## config.mk

```make
export PLATFORM = sky130hd
export DESIGN_NAME = uart_tx
export DESIGN_NICKNAME = d
export VERILOG_FILES = /design/src/rtl/uart_pkg.sv /design/src/rtl/byte_fifo.sv /design/src/rtl/uart_tx.sv
export SDC_FILE = /design/constraint.sdc
export NUM_CORES = 1
export LEC_CHECK = 0
export BUFFER_PORTS_ARGS = -buffer_cell sky130_fd_sc_hd__buf_2
export CELL_PAD_IN_SITES_DETAIL_PLACEMENT = 0
export CELL_PAD_IN_SITES_GLOBAL_PLACEMENT = 1
export CORE_ASPECT_RATIO = 0.9
export CORE_UTILIZATION = 50
export DETAILED_ROUTE_END_ITERATION = 10
export PLACE_DENSITY = 0.82
export SYNTH_ARGS = -nofsm -noshare
export SYNTH_HDL_FRONTEND = slang
export SYNTH_SLANG_ARGS = --single-unit
```

## constraint.sdc

```tcl
create_clock -name clk -period 2.6 [get_ports clk]
set_input_delay 0.39 -clock clk [delete_from_list [all_inputs] [get_ports clk]]
set_output_delay 0.39 -clock clk [all_outputs]
set_load 0.005 [all_outputs]
```

## src/rtl/uart_pkg.sv

```systemverilog
// Shared definitions for the 8N1 UART transmitter.
//   tx_state_e   : transmitter FSM state encoding (IDLE/START/DATA/STOP)
//   DATA_BITS    : payload bits per frame
//   FRAME_BITS   : start + data + stop bits per frame
//   clks_per_bit : clock cycles per bit for a given clock frequency and baud rate
package uart_pkg;

    typedef enum logic [1:0] {
        ST_IDLE  = 2'd0,
        ST_START = 2'd1,
        ST_DATA  = 2'd2,
        ST_STOP  = 2'd3
    } tx_state_e;

    localparam int DATA_BITS  = 8;
    localparam int FRAME_BITS = 10;

    // Integer division; the caller must choose parameters giving a result >= 2.
    function automatic int clks_per_bit(input int clk_freq_hz, input int baud);
        return clk_freq_hz / baud;
    endfunction

endpackage

```

## src/rtl/byte_fifo.sv

```systemverilog
// Synchronous FIFO with show-ahead head output.
//   clk         : clock
//   reset       : asynchronous active-high reset (empties the FIFO)
//   push_i      : write request; ignored while full
//   push_data_i : data written on push
//   pop_i       : read request; ignored while empty
//   head_o      : oldest entry, valid whenever empty_o is low
//   full_o      : no free entry
//   empty_o     : no stored entry
module byte_fifo #(
    parameter int DEPTH = 4,
    parameter int WIDTH = 8
) (
    input  logic             clk,
    input  logic             reset,
    input  logic             push_i,
    input  logic [WIDTH-1:0] push_data_i,
    input  logic             pop_i,
    output logic [WIDTH-1:0] head_o,
    output logic             full_o,
    output logic             empty_o
);

    localparam int AW = $clog2(DEPTH);

    // One extra pointer bit: equal indices with differing MSBs means full.
    logic [AW:0]      wr_ptr_q, wr_ptr_d;
    logic [AW:0]      rd_ptr_q, rd_ptr_d;
    logic [WIDTH-1:0] mem_q [DEPTH];
    logic             do_push;
    logic             do_pop;

    assign full_o  = (wr_ptr_q[AW] != rd_ptr_q[AW]) &&
                     (wr_ptr_q[AW-1:0] == rd_ptr_q[AW-1:0]);
    assign empty_o = (wr_ptr_q == rd_ptr_q);

    assign do_push = push_i && !full_o;
    assign do_pop  = pop_i && !empty_o;

    assign wr_ptr_d = do_push ? wr_ptr_q + (AW+1)'(1) : wr_ptr_q;
    assign rd_ptr_d = do_pop  ? rd_ptr_q + (AW+1)'(1) : rd_ptr_q;

    assign head_o = mem_q[rd_ptr_q[AW-1:0]];

    always_ff @(posedge clk or posedge reset) begin
        if (reset) begin
            wr_ptr_q <= '0;
            rd_ptr_q <= '0;
        end else begin
            wr_ptr_q <= wr_ptr_d;
            rd_ptr_q <= rd_ptr_d;
        end
    end

    // Storage needs no reset: the pointers alone define what is valid.
    always_ff @(posedge clk) begin
        if (do_push) begin
            mem_q[wr_ptr_q[AW-1:0]] <= push_data_i;
        end
    end

endmodule

```

## src/rtl/uart_tx.sv

```systemverilog
// Byte-wide 8N1 UART transmitter with a small input FIFO.
//   clk      : clock
//   reset    : asynchronous active-high reset; forces txd high and flushes the FIFO
//   wr_data  : byte to transmit
//   wr_valid : write request, accepted when wr_ready is high
//   wr_ready : FIFO has room (not full)
//   busy     : FIFO non-empty or a frame in progress
//   txd      : registered serial output, idle high
module uart_tx
    import uart_pkg::*;
#(
    parameter int CLK_FREQ_HZ = 27_000_000,
    parameter int BAUD        = 115200,
    parameter int FIFO_DEPTH  = 4
) (
    input  logic       clk,
    input  logic       reset,
    input  logic [7:0] wr_data,
    input  logic       wr_valid,
    output logic       wr_ready,
    output logic       busy,
    output logic       txd
);

    localparam int CLKS_PER_BIT = clks_per_bit(CLK_FREQ_HZ, BAUD);
    localparam int CNT_W        = $clog2(CLKS_PER_BIT);
    localparam int BIT_W        = $clog2(DATA_BITS);
    localparam logic [CNT_W-1:0] BAUD_LAST = CNT_W'(CLKS_PER_BIT - 1);
    localparam logic [BIT_W-1:0] LAST_BIT  = BIT_W'(DATA_BITS - 1);

    tx_state_e      state_q;
    logic [7:0]     shift_q;
    logic [BIT_W-1:0] bit_cnt_q;
    logic [CNT_W-1:0] baud_cnt_q, baud_cnt_d;
    logic           txd_q;

    logic           baud_end;
    logic           fifo_pop;
    logic           fifo_full;
    logic           fifo_empty;
    logic [7:0]     fifo_head;

    byte_fifo #(
        .DEPTH (FIFO_DEPTH),
        .WIDTH (8)
    ) u_fifo (
        .clk         (clk),
        .reset       (reset),
        .push_i      (wr_valid),
        .push_data_i (wr_data),
        .pop_i       (fifo_pop),
        .head_o      (fifo_head),
        .full_o      (fifo_full),
        .empty_o     (fifo_empty)
    );

    assign baud_end   = (baud_cnt_q == BAUD_LAST);
    assign baud_cnt_d = baud_end ? '0 : baud_cnt_q + CNT_W'(1);

    // Pop from IDLE, or at the end of a stop bit so frames run back to back.
    assign fifo_pop = !fifo_empty &&
                      ((state_q == ST_IDLE) || ((state_q == ST_STOP) && baud_end));

    assign wr_ready = !fifo_full;
    assign busy     = (state_q != ST_IDLE) || !fifo_empty;
    assign txd      = txd_q;

    always_ff @(posedge clk or posedge reset) begin
        if (reset) begin
            state_q    <= ST_IDLE;
            shift_q    <= '0;
            bit_cnt_q  <= '0;
            baud_cnt_q <= '0;
            txd_q      <= 1'b1;
        end else begin
            case (state_q)
                ST_IDLE: begin
                    if (fifo_pop) begin
                        shift_q    <= fifo_head;
                        bit_cnt_q  <= '0;
                        baud_cnt_q <= '0;
                        txd_q      <= 1'b0;
                        state_q    <= ST_START;
                    end
                end
                ST_START: begin
                    baud_cnt_q <= baud_cnt_d;
                    if (baud_end) begin
                        txd_q   <= shift_q[0];
                        state_q <= ST_DATA;
                    end
                end
                ST_DATA: begin
                    baud_cnt_q <= baud_cnt_d;
                    if (baud_end) begin
                        if (bit_cnt_q == LAST_BIT) begin
                            txd_q   <= 1'b1;
                            state_q <= ST_STOP;
                        end else begin
                            // Drive the next bit directly so txd stays registered.
                            shift_q   <= shift_q >> 1;
                            txd_q     <= shift_q[1];
                            bit_cnt_q <= bit_cnt_q + BIT_W'(1);
                        end
                    end
                end
                ST_STOP: begin
                    baud_cnt_q <= baud_cnt_d;
                    if (baud_end) begin
                        if (fifo_pop) begin
                            shift_q   <= fifo_head;
                            bit_cnt_q <= '0;
                            txd_q     <= 1'b0;
                            state_q   <= ST_START;
                        end else begin
                            txd_q   <= 1'b1;
                            state_q <= ST_IDLE;
                        end
                    end
                end
                default: begin
                    txd_q   <= 1'b1;
                    state_q <= ST_IDLE;
                end
            endcase
        end
    end

endmodule

```

==> tab_implementation.tex <==
\begin{tabular}{lr}
\hline
Metric & Value \\
\hline
\multicolumn{2}{l}{\textbf{Placement}} \\
\quad Sum of net half-perimeters after detailed placement & 3470 um \\
\quad Port Buffers & 13 \\
\quad Routability cong. & approximately 0.74 \\
\multicolumn{2}{l}{\textbf{Clock network}} \\
\quad Total clock buffers created by CTS & 9 \\
\quad Post-cts resize count & 0 \\
\quad Setup bufs post-CTS & 0 \\
\quad Number of hold buffers added after cts & 0 \\
\quad Clock tree from TritonCTS & built \\
\quad Clock root buffer master & sky130\_fd\_sc\_hd\_\_clkbuf\_8 \\
\quad Clock Latency Late Sink & 0.33 ns \\
\quad Clock-pin slew on the worst setup and hold paths & approximately 0.070 ns \\
\quad CTS max path bufs & 2 \\
\quad Clock sink total & 60 \\
\quad H-tree depth & 3 \\
\multicolumn{2}{l}{\textbf{Critical path}} \\
\quad Crit path required time & $\sim$2.2 ns \\
\quad Type of element launching the critical path & register \\
\quad Maximum fanout count along the critical path & 7 \\
\quad Data arrival time of the worst path & between 1.5 and 2 ns \\
\quad Kind of capture point of the worst setup path & output pin \\
\quad Classification of the worst setup path & reg2out \\
\multicolumn{2}{l}{\textbf{Logic synthesis}} \\
\quad Largest cells by area after synthesis & sky130\_fd\_sc\_hd\_\_edfxtp\_1, sky130\_fd\_sc\_hd\_\_dfrtp\_1, sky130\_fd\_sc\_hd\_\_mux4\_2 \\
\quad Syn Nets & 233 \\
\quad Fraction of post-synthesis cell area in the top cell type by area & 33.6\% \\
\quad Area of the mapped netlist & about 0.0029 mm\^{}2 \\
\quad \#FFs+latches synth & 60 \\
\quad Mean area per synthesized cell & 13.7 um\^{}2 \\
\quad Async SR Flop Fraction & roughly 47\% \\
\quad Cell type with the largest total area after synthesis & sky130\_fd\_sc\_hd\_\_edfxtp\_1 \\
\quad Most used flip-flop cell after synthesis & sky130\_fd\_sc\_hd\_\_edfxtp\_1 \\
\quad Number of instances in the synthesized netlist & 209 \\
\quad Yosys warnings & 0 \\
\quad Register area share after synthesis & slightly below 60\% \\
\quad EDFF count, synth & 32 \\
\quad Number of distinct library cells after synthesis & 47 \\
\multicolumn{2}{l}{\textbf{Pwr}} \\
\quad Comb power frac & about an eighth \\
\quad Worst vdd rail ir drop & around 480 uV \\
\quad Internal & 1.67 mW \\
\quad Switching Power & about 0.56 mW \\
\quad Total power divided by cell area & around 710 mW/mm\^{}2 \\
\quad Share of total power in the clock network & between 30\% and 40\% \\
\quad Register share of total power & 53.1\% \\
\quad Static Leak & $\sim$1.3 nW \\
\quad Net switching share of the total power & between 20\% and 30\% \\
\multicolumn{2}{l}{\textbf{STA}} \\
\quad Final setup violation count & 0 \\
\quad Max Clock Skew & approximately 0.0074 ns \\
\quad Maximum clock frequency & approximately 450 MHz \\
\quad Worst rel slew slack & slightly below 70\% \\
\quad Final number of max-transition violations & 0 \\
\quad Slew of the pin with the lowest slew margin & between 0.4 and 0.5 ns \\
\quad Share of the clock period used by the worst path after layout & a little under nine tenths \\
\quad Clock period minus worst slack & 2.21 ns \\
\quad Summed negative setup slack over all endpoints & 0 ns \\
\quad Count of endpoints failing hold in the final timing report & 0 \\
\quad Unrepaired setup endpoints after global routing & no \\
\multicolumn{2}{l}{\textbf{GRT}} \\
\quad Antenna violations before repair & 0 \\
\quad Grt total ovfl & 0 \\
\quad Total GRT Usage & approximately a fifth \\
\quad Wire length of the first global-routing pass & $\sim$8000 um \\
\quad Maximum number of pins on one net before global-route repair & 29 \\
\quad Vias in the first global route & roughly 1.6k \\
\multicolumn{2}{l}{\textbf{Final layout}} \\
\quad Fill cell instance count of the final layout & around 430 \\
\quad Number of antenna repair diodes & 0 \\
\quad Layout Utilization & 58.8\% \\
\quad Area growth from synthesis to layout & 10.7\% \\
\quad Net count reported at finish & between 200 and 300 \\
\quad Fraction of final layout cells with drive strength greater than 1 & between 20\% and 30\% \\
\multicolumn{2}{l}{\textbf{Die}} \\
\quad Die span in x & 81.7 um \\
\quad Ports placed on the boundary & 14 \\
\quad Area of the core & $\sim$0.0054 mm\^{}2 \\
\quad Total number of placement rows & 25 \\
\quad Die Span Y & $\sim$74 um \\
\quad Effective utilization at floorplan & around 53\% \\
\quad Area of the die & between 0.006 and 0.007 mm\^{}2 \\
\multicolumn{2}{l}{\textbf{Detailed routing}} \\
\quad Number of violations reported at the end of detailed-routing iteration 0 & slightly above 80 \\
\quad Number of detailed-routing iterations run before antenna repair & 6 \\
\quad Number of vias per cell & $\sim$5.5 \\
\quad DR vias & roughly 1.7k \\
\quad Final routed wire length divided by cell count & 16.5 um \\
\quad Total length of routed wires & about 5000 um \\
\quad Detailed-route DRC error count & 0 \\
\quad Antenna Nets Post-Route & 0 \\
\multicolumn{2}{l}{\textbf{Flow run}} \\
\quad Max-cap violation count & 0 \\
\multicolumn{2}{l}{\textbf{Hold path}} \\
\quad Hold crit path type & in2async \\
\multicolumn{2}{l}{\textbf{Run status}} \\
\quad Result of the run & completed \\
\hline
\end{tabular}
## per-layer routing
layer	global-route usage, %	share of wire [%]
met1	26.8	50
met2	27.1	46
met3	7.58	3.5
met4	5.85	0.96
met5	0	0
## placed cells by master, fill, tap and decap left out, drive strengths merged, types with 2 or more instances in the layout
cell	Yosys	layout
dfrtp	27	27
nor2	9	9
inv	9	9
a22o	9	9
o21ai	23	23
mux2	2	2
mux4	8	8
xor2	2	2
a32o	2	2
clkinv	0	5
nand4	2	2
nand3	4	4
clkbuf	2	9
ha	13	13
nand2	30	30
buf	3	17
edfxtp	32	32
xnor2	7	7
and3	9	9
## path summary, 6_finish.rpt
check / start / end / slack [ns] / depth (start not counted)
worst min-delay path: reset / baud_cnt_q[4] / 0.11 / 3
min in group clk: wr_data[0] / u_fifo.mem_q[2][0] / 0.27 / 1
worst max register to register: baud_cnt_q[1] / bit_cnt_q[0] / 0.63 / 7
worst min register to register: u_fifo.wr_ptr_q[2] / u_fifo.wr_ptr_q[2] / 0.49 / 1
worst max-delay path: state_q[0] / busy / 0.39 / 6
max in group asynchronous: reset / txd / 2.18 / 3
## metrics by stage
step	power, mW	worst slack, ns	hold slack [ns]	std cells	area (um^2)
5_1_grt	2.34	0.270	0.127	303	3160
3_3_place_gp	1.48	0.663	0.475	287	2980
3_5_place_dp	1.49	0.645	0.477	287	2980
6_report	2.24	0.388	0.105	303	3160
4_1_cts	2.26	0.370	0.115	303	3160
2_1_floorplan	1.39	0.706	0.455	209	2860
## worst max-delay path, stage by stage (launching register included)
cell and delay [ns]:
sky130_fd_sc_hd__dfrtp_1 0.40, sky130_fd_sc_hd__inv_1 0.14, sky130_fd_sc_hd__ha_1 0.36, sky130_fd_sc_hd__inv_1 0.18, sky130_fd_sc_hd__nor2_4 0.19, sky130_fd_sc_hd__inv_2 0.09, sky130_fd_sc_hd__buf_2 0.14
## synthesized netlist by cell type, types with 2 or more instances
| cell | number |
|---|---|
| sky130_fd_sc_hd__ha_1 | 13 |
| sky130_fd_sc_hd__mux4_2 | 8 |
| sky130_fd_sc_hd__edfxtp_1 | 32 |
| sky130_fd_sc_hd__o21ai_2 | 2 |
| sky130_fd_sc_hd__and3_1 | 8 |
| sky130_fd_sc_hd__nand3_1 | 3 |
| sky130_fd_sc_hd__nor2_1 | 7 |
| sky130_fd_sc_hd__xor2_1 | 2 |
| sky130_fd_sc_hd__dfrtp_1 | 27 |
| sky130_fd_sc_hd__xnor2_1 | 7 |
| sky130_fd_sc_hd__buf_4 | 2 |
| sky130_fd_sc_hd__nand2_1 | 30 |
| sky130_fd_sc_hd__inv_1 | 8 |
| sky130_fd_sc_hd__a32o_1 | 2 |
| sky130_fd_sc_hd__a22o_1 | 8 |
| sky130_fd_sc_hd__o21ai_0 | 19 |
## flip-flops by register name, indices dropped and copies added (netlist names)
name	count
u_fifo.wr_ptr_q	3
u_fifo.mem_q	32
shift_q	8
txd	1
state_q	2
baud_cnt_q	8
bit_cnt_q	3
u_fifo.rd_ptr_q	3
## cell families (layout without fill, tap and decap cells)
family,count (synthesis),count (layout),share of synthesized area [%]
xor+xnor,9,9,2.76
flops,60,60,58.2
fa+ha+maj,13,13,5.69
buf+inv,15,42,3.06
simple gates,60,60,11.8
mux,10,10,7.22
compound gates,42,42,11.3
## final cells by class
| type | count | area, um^2 | area share (%) |
|---|---|---|---|
| clock inverter | 7 | 57.6 | 1.82 |
| inverter | 9 | 33.8 | 1.07 |
| clock buffer | 9 | 124 | 3.91 |
| multi-input combinational | 134 | 1110 | 35.0 |
| sequential | 60 | 1660 | 52.6 |
| tap | 67 | 83.8 | 2.65 |
| timing repair buffer | 17 | 95.1 | 3.01 |
## power by group through the flow
stage	combinational, mW	sequential, mW	clock (mW)
2_1_floorplan	0.207	1.19	0
3_3_place_gp	0.278	1.20	0
3_5_place_dp	0.280	1.21	0
4_1_cts	0.282	1.19	0.794
5_1_grt	0.310	1.20	0.833
6_report	0.273	1.19	0.776
No activity file was read; power rests on OpenSTA's default activity.
